$ cat src/rtl/alu_pkg.sv
// ============================================================================
// Module : alu_pkg
// Brief  : Shared state encoding and default width for the serial adder.
// Rev    : 1.0  initial release
// ============================================================================
`default_nettype none

package alu_pkg;

  localparam int DEFAULT_WIDTH = 32;

  typedef enum logic [1:0] {
    ST_IDLE = 2'd0,
    ST_RUN  = 2'd1,
    ST_DONE = 2'd2
  } state_t;

endpackage

`default_nettype wire

$ cat src/rtl/full_adder.sv
// ============================================================================
// Module : full_adder (built from two half_adder instances)
// Brief  : One-bit adder cell shared by every bit position of the serial adder.
// Rev    : 1.0  initial release
// ============================================================================
`default_nettype none

module half_adder (
  input  logic a,
  input  logic b,
  output logic s,
  output logic c
);
  assign s = a ^ b;
  assign c = a & b;
endmodule

module full_adder (
  input  logic a,
  input  logic b,
  input  logic cin,
  output logic sum,
  output logic cout
);
  logic w_s0;
  logic w_c0;
  logic w_c1;

  half_adder u_ha0 (.a(a),    .b(b),   .s(w_s0), .c(w_c0));
  half_adder u_ha1 (.a(w_s0), .b(cin), .s(sum),  .c(w_c1));

  assign cout = w_c0 | w_c1;
endmodule

`default_nettype wire

$ cat src/rtl/serial_add_ctrl.sv
// ============================================================================
// Module : serial_add_ctrl
// Brief  : Bit-serial add/subtract, LSB first, one bit per clock through a
//          single full-adder cell; results registered on completion.
// Rev    : 1.0  initial release
// ============================================================================
`default_nettype none

module serial_add_ctrl
  import alu_pkg::*;
#(
  parameter int WIDTH = DEFAULT_WIDTH
) (
  input  logic             clk,
  input  logic             rst,
  input  logic             start,
  input  logic             op_sub,
  input  logic [WIDTH-1:0] A,
  input  logic [WIDTH-1:0] B,
  output logic             busy,
  output logic             done,
  output logic [WIDTH-1:0] S,
  output logic             Cout,
  output logic             Ovf
);

  localparam int             CNT_W = $clog2(WIDTH);
  localparam logic [CNT_W-1:0] LAST = CNT_W'(WIDTH - 1);

  state_t             state;
  logic [WIDTH-1:0]   a_reg;
  logic [WIDTH-1:0]   b_reg;
  logic [WIDTH-1:0]   work;
  logic [CNT_W-1:0]   cnt;
  logic               carry;
  logic               fa_sum;
  logic               fa_cout;

  full_adder u_fa (
    .a    (a_reg[0]),
    .b    (b_reg[0]),
    .cin  (carry),
    .sum  (fa_sum),
    .cout (fa_cout)
  );

  always_ff @(posedge clk or posedge rst) begin
    if (rst) begin
      state <= ST_IDLE;
      busy  <= 1'b0;
      done  <= 1'b0;
      S     <= '0;
      Cout  <= 1'b0;
      Ovf   <= 1'b0;
      a_reg <= '0;
      b_reg <= '0;
      work  <= '0;
      cnt   <= '0;
      carry <= 1'b0;
    end else begin
      case (state)
        ST_RUN: begin
          a_reg <= a_reg >> 1;
          b_reg <= b_reg >> 1;
          work  <= {fa_sum, work[WIDTH-1:1]};
          carry <= fa_cout;
          cnt   <= cnt + CNT_W'(1);
          if (cnt == LAST) begin
            // carry still holds the carry into the MSB on this last bit
            S     <= {fa_sum, work[WIDTH-1:1]};
            Cout  <= fa_cout;
            Ovf   <= carry ^ fa_cout;
            busy  <= 1'b0;
            done  <= 1'b1;
            state <= ST_DONE;
          end
        end
        default: begin
          done <= 1'b0;
          if (start) begin
            a_reg <= A;
            b_reg <= B ^ {WIDTH{op_sub}};
            carry <= op_sub;
            cnt   <= '0;
            busy  <= 1'b1;
            state <= ST_RUN;
          end else begin
            state <= ST_IDLE;
          end
        end
      endcase
    end
  end

endmodule

`default_nettype wire

$ cat config.mk
export PLATFORM = sky130hd
export DESIGN_NAME = serial_add_ctrl
export DESIGN_NICKNAME = d
export VERILOG_FILES = /design/src/rtl/alu_pkg.sv /design/src/rtl/full_adder.sv /design/src/rtl/serial_add_ctrl.sv
export SDC_FILE = /design/constraint.sdc
export NUM_CORES = 1
export LEC_CHECK = 0
export CORE_MARGIN = 2
export CORE_UTILIZATION = 48
export DETAILED_ROUTE_END_ITERATION = 6
export PLACE_DENSITY = 0.76
export SYNTH_ARGS = -nofsm -noshare
export SYNTH_HDL_FRONTEND = slang
export SYNTH_SLANG_ARGS = --single-unit
$ cat constraint.sdc
create_clock -name clk -period 4.27 [get_ports clk]
set_input_delay 0.427 -clock clk [delete_from_list [all_inputs] [get_ports clk]]
set_output_delay 0.427 -clock clk [all_outputs]
set_load 0.01 [all_outputs]
* Yosys cells after proc, flatten, opt, wreduce, memory -nomap -nowiden *
Cells that the tools add are included.

word-level totals
  word-level logic and storage cells = 41
  output and inout bits = 36
  register bits after elaboration = 140

operators by class
  equality and inequality tests = 3
  add/subtract/negate cells = 1
  multiplexer cells = 16
  bitwise gates (word level) = 7
  reductions and logical operators = 3

operator list
  kind                   count
  $mux W32               4
  $xor A32 B32 Y32       1
  $mux W5                2
  $mux W1                8
  $add A5 B1 Y5 const B  1
  $eq A5 B5 Y1 const B   1
  $mux W2                2
  $reduce_and A2 Y1      2
  $xor A1 B1 Y1          3
  $and A1 B1 Y1          2
  $eq A2 B1 Y1 const B   1
  $ne A2 B2 Y1 const B   1
  $reduce_bool A2 Y1     1
  $or A1 B1 Y1           1

* Longest topological paths before layout *
  depth after elaboration = 4
  mapped depth = 8
  gate-level depth less buffers = 6

* Modules after synthesis *
From an unflattened synthesis, not the netlist that was laid out.

unflattened totals
  cells, all modules = 558
  area, all modules = 6248.5 um2

by module, submodules not included
  module           times used  sequential area each (um2)  area an instance (um2)  cells an instance
  serial_add_ctrl  1           3453.3                      6217.2                  555
  half_adder       2           0.0                         12.5                    1
  full_adder       1           0.0                         6.3                     1

* Least setup slack after synthesis *
OpenSTA, ideal clock, no wires.

  path kind = reg2reg
  start = reg cnt[0]
  end = reg Cout
  setup slack = 2.541 ns
  buffers on the path = 2
  setup time = 0.125 ns
  cell stages (with the launch flop) = 8
  required time = 4.145 ns
  arrival time = 1.604 ns
  cells stage by stage = dfrtp_1 > ha_1 > and3_1 > ha_1 > nand3b_1 > buf_6 > buf_8 > mux2_4

on the way
  word-level cells in the longest chain between the ends = 2

ends and longest elaborated chain
  element                      line                   RTL
  from (decl)                  serial_add_ctrl.sv:34  logic [CNT_W-1:0] cnt;
  from (signal assigned)       serial_add_ctrl.sv:67  cnt <= cnt + CNT_W'(1);
  $eq A5 B5 Y1                 serial_add_ctrl.sv:68  if (cnt == LAST) begin
  $reduce_and A2 Y1 (no line)  -
  to (signal assigned)         serial_add_ctrl.sv:71  Cout <= fa_cout;
  to (decl)                    serial_add_ctrl.sv:23  output logic Cout,

Every way passes these cells.
A chain may end at the register's enable or synchronous reset.

* Worst setup path after layout *
  start = reg cnt[0]
  end = reg S[27]

on the way
  word-level cells in the longest chain between the ends = 2

ends and longest elaborated chain
  element                      line                   RTL
  $eq A5 B5 Y1                 serial_add_ctrl.sv:68
  $reduce_and A2 Y1 (no line)  -
  to (signal assigned)         serial_add_ctrl.sv:70  S <= {fa_sum, work[WIDTH-1:1]};
  to (decl)                    serial_add_ctrl.sv:22  output logic [WIDTH-1:0] S,

Every way passes these cells.

==> impl_metrics.py <==
metrics = {
    "setup_path": {
        "r2r_cells": 6,
        "reg2reg_setup_slack_ns": 1.78,
        "path_max_fanout": 26,
        "cp.required_ns": 4.57,
        "criticalPathCategory": "register to register",
        "worst_path_max_delay_cell": "buf_4",
        "path_delay_family": "simple AND/OR/NAND/NOR gates",
        "critPathLaunchType": "register",
        "crit_path_frequent_cell": "ha_1",
        "cp_cell_sequence": "ha_1 > and3_1 > ha_1 > nand3b_1 > buf_4 > mux2_2",
        "r2r_end": "S[27]",
        "cp_num_buf_inv": 1,
        "max_stage_delay_ns": 0.50,
        "r2r-start": "cnt[0]",
        "arrival_ns": 2.79,
        "crit_path_end_kind": "register",
    },
    "cells_and_area": {
        "area_growth_pct": 26.9,
        "fillCellCount": 1035,
        "drive_above_1_share_pct": 11.1,
        "num_antenna_cells": 0,
        "nets": 715,
    },
    "timing": {
        "rsz0062_at_grt": "false",
        "slew_violations": 0,
        "max_freq_mhz": 402,
        "setup_viol_count_final": 0,
        "timing.final.crit_share_pct": 58.2,
        "min_period_ns": 2.49,
        "skew_ns": 0.00545,
        "slew-limit-headroom_pct": 18.9,
        "setup_tns_ns": 0,
        "tightest_slew_ns": 1.22,
        "final_hold_viol_count": 0,
    },
    "hold_path": {
        "worstHoldStart": "b_reg[26]",
        "holdPathEnd": "b_reg[25]",
        "hold_class": "register to register",
        "worstHoldPathCells": 2,
    },
    "global_routing": {
        "antenna_found_initial": 0,
        "track_usage_pct": 17.3,
        "grt_pass1_vias": 4137,
        "grt_pass1_wl_mm": 19.4,
        "grt_start_max_net_pins": 118,
        "overflow": 0,
    },
    "yosys": {
        "synth_cell_type_count": 27,
        "synth.top_cell.area_share_pct": 55.3,
        "ys_ff_latch": 138,
        "ys_seq_area_share_pct": 55.3,
        "postSynth.asyncResetShare_pct": 100,
        "syn_area_um2": 6250,
        "synth_flop_cell": "dfrtp_1",
        "synth_cells": 556,
        "synth_edf_count": 0,
        "synth_top_area_cell": "dfrtp_1",
        "synthTopCellsByArea": "dfrtp_1, mux2i_1, nand2_1, mux2_4, o21ai_0",
        "syn_nets": 627,
        "synth.avg_cell_area_um2": 11.2,
        "yosysWarnings": 0,
    },
    "clock_tree": {
        "htree_levels": 4,
        "cts_tree": "done",
        "cts_setup_buffers": 0,
        "cts_hold_buf": 0,
        "clk_pin_slew_ns": 0.06,
        "cts_inserted_buffers": 17,
        "post_cts_resized": 0,
        "clockBufferDepth": 2,
        "cts-root-buf": "clkbuf_16",
        "insertion_delay_ns": 0.42,
        "clock-sinks": 138,
    },
    "detailed_routing": {
        "routed_wl_mm": 11.3,
        "via_count": 4052,
        "drt_pass1_iterations": 4,
        "wl_per_cell_um": 13.7,
        "drt_iter0_drc": 268,
        "detail-route-antenna-nets": 0,
        "viasPerCell": 4.90,
        "drc": 0,
    },
    "floorplanning": {
        "io_pins": 104,
        "die_h_um": 118,
        "start_util_pct": 49.3,
        "num_rows": 41,
        "die_width_um": 118,
        "die_area_um2": 13900,
        "fp.coreArea_um2": 12700,
    },
    "power_and_ir_drop": {
        "clockPowerShare_pct": 31.5,
        "peakVddDrop_mv": 0.360,
        "p_int_mw": 3.68,
        "power.total_mw": 5.20,
        "seq_power_share_pct": 41.4,
        "power_leakage_nw": 3.91,
        "p_sw_mw": 1.52,
        "power_density_nw_per_um2": 656,
        "switching_share_pct": 29.2,
        "combPwrFrac_pct": 27.1,
    },
    "job": {
        "cap_violations": 0,
    },
    "placement": {
        "portBuffers": 103,
        "dp_hpwl_mm": 7.40,
        "place.gp.congestion": 0.734,
    },
    "run_status": {
        "status": "finished, final reports clean",
    },
}
## worst reg2reg max path, cell delays in order (launching register included)
cell	delay, ns
dfrtp_1	0.40
ha_1	0.23
and3_1	0.19
ha_1	0.17
nand3b_1	0.48
buf_4	0.50
mux2_2	0.40
## cell type report
type                            instances  area, um2  area share [%]
Tap cell                              172        215            2.72
Clock buffer                           23        508            6.41
Sequential cell                       138       3450            43.6
Inverter                                2       12.5           0.158
Timing Repair Buffer                  107       1070            13.4
Clock inverter                          7        160            2.02
Multi-Input combinational cell        378       2510            31.7
## power by group through the flow
stage | sequential [mW] | combinational (mW) | clock [mW]
2_1_floorplan | 2.14 | 0.945 | 0
3_3_place_gp | 2.14 | 1.37 | 0
3_5_place_dp | 2.17 | 1.43 | 0
4_1_cts | 2.15 | 1.44 | 1.66
5_1_grt | 2.22 | 1.61 | 1.72
6_report | 2.15 | 1.41 | 1.64
## synthesized netlist by cell type, types with 2 or more instances
cell type,n
clkbuf_2,2
o21ai_0,66
buf_12,2
mux2_4,27
buf_6,5
buf_2,14
inv_1,2
buf_4,8
nand2_1,160
xnor2_1,3
clkbuf_1,6
mux2i_1,65
ha_1,2
xor2_1,31
dfrtp_1,138
mux2_2,8
nand2b_1,3
nor2_1,5
## routing by layer
layer,GRT usage (%),vias to the layer above,part of all wire [%]
li1,-,2012,-
met1,23.3,1926,47
met2,25.9,91,45
met3,5.28,23,5.2
met4,7.53,0,2.3
met5,0,-,0
## layout by cell type, fill, tap and decap left out, drive strengths merged, types with 2 or more instances in the layout
master,Yosys,routed
xor2,31,31
xnor2,3,3
clkinv,0,2
buf,30,6
clkdlybuf4s50,0,101
o21ai,66,66
dfrtp,138,138
mux2i,65,65
nand2b,3,3
nor2,5,5
clkbuf,8,23
bufinv,0,5
inv,2,2
mux2,35,35
nand2,160,160
ha,2,2
## logic make-up (layout without fill, tap and decap cells)
kind of cell    count (synthesis)  after routing  synth area share, %
simple gates                  172            172                 10.7
flops                         138            138                 55.3
mux                           100            100                 18.3
compound gates                 69             69                 5.63
buf+inv                        40            139                 4.51
xor+xnor                       34             34                 4.77
fa+ha+maj                       3              3                0.721
## how the worst max path moves through the flow
stage / slack [ns] / endpoint / start / cells after the start
floorplan: 0.15 / Cout / rst / 1
global placement: 1.85 / S[26] / cnt[0] / 6
detailed placement: 1.77 / S[27] / cnt[0] / 6
CTS: 1.75 / S[26] / cnt[0] / 6
global route: 1.65 / S[28] / cnt[0] / 6
finish: 1.78 / S[27] / cnt[0] / 6
## metrics by stage
stage	instances	hold slack (ns)	setup WS (ns)	area [um2]	utilization [%]
2_1_floorplan	556	0.446	0.147	6250	-
3_3_place_gp	797	0.461	1.85	7260	57.3
3_5_place_dp	797	0.466	1.77	7260	57.3
4_1_cts	827	0.481	1.75	7930	62.6
5_1_grt	827	0.494	1.65	7930	62.6
6_report	827	0.479	1.78	7930	62.6
No activity file was read; power rests on OpenSTA's default activity.
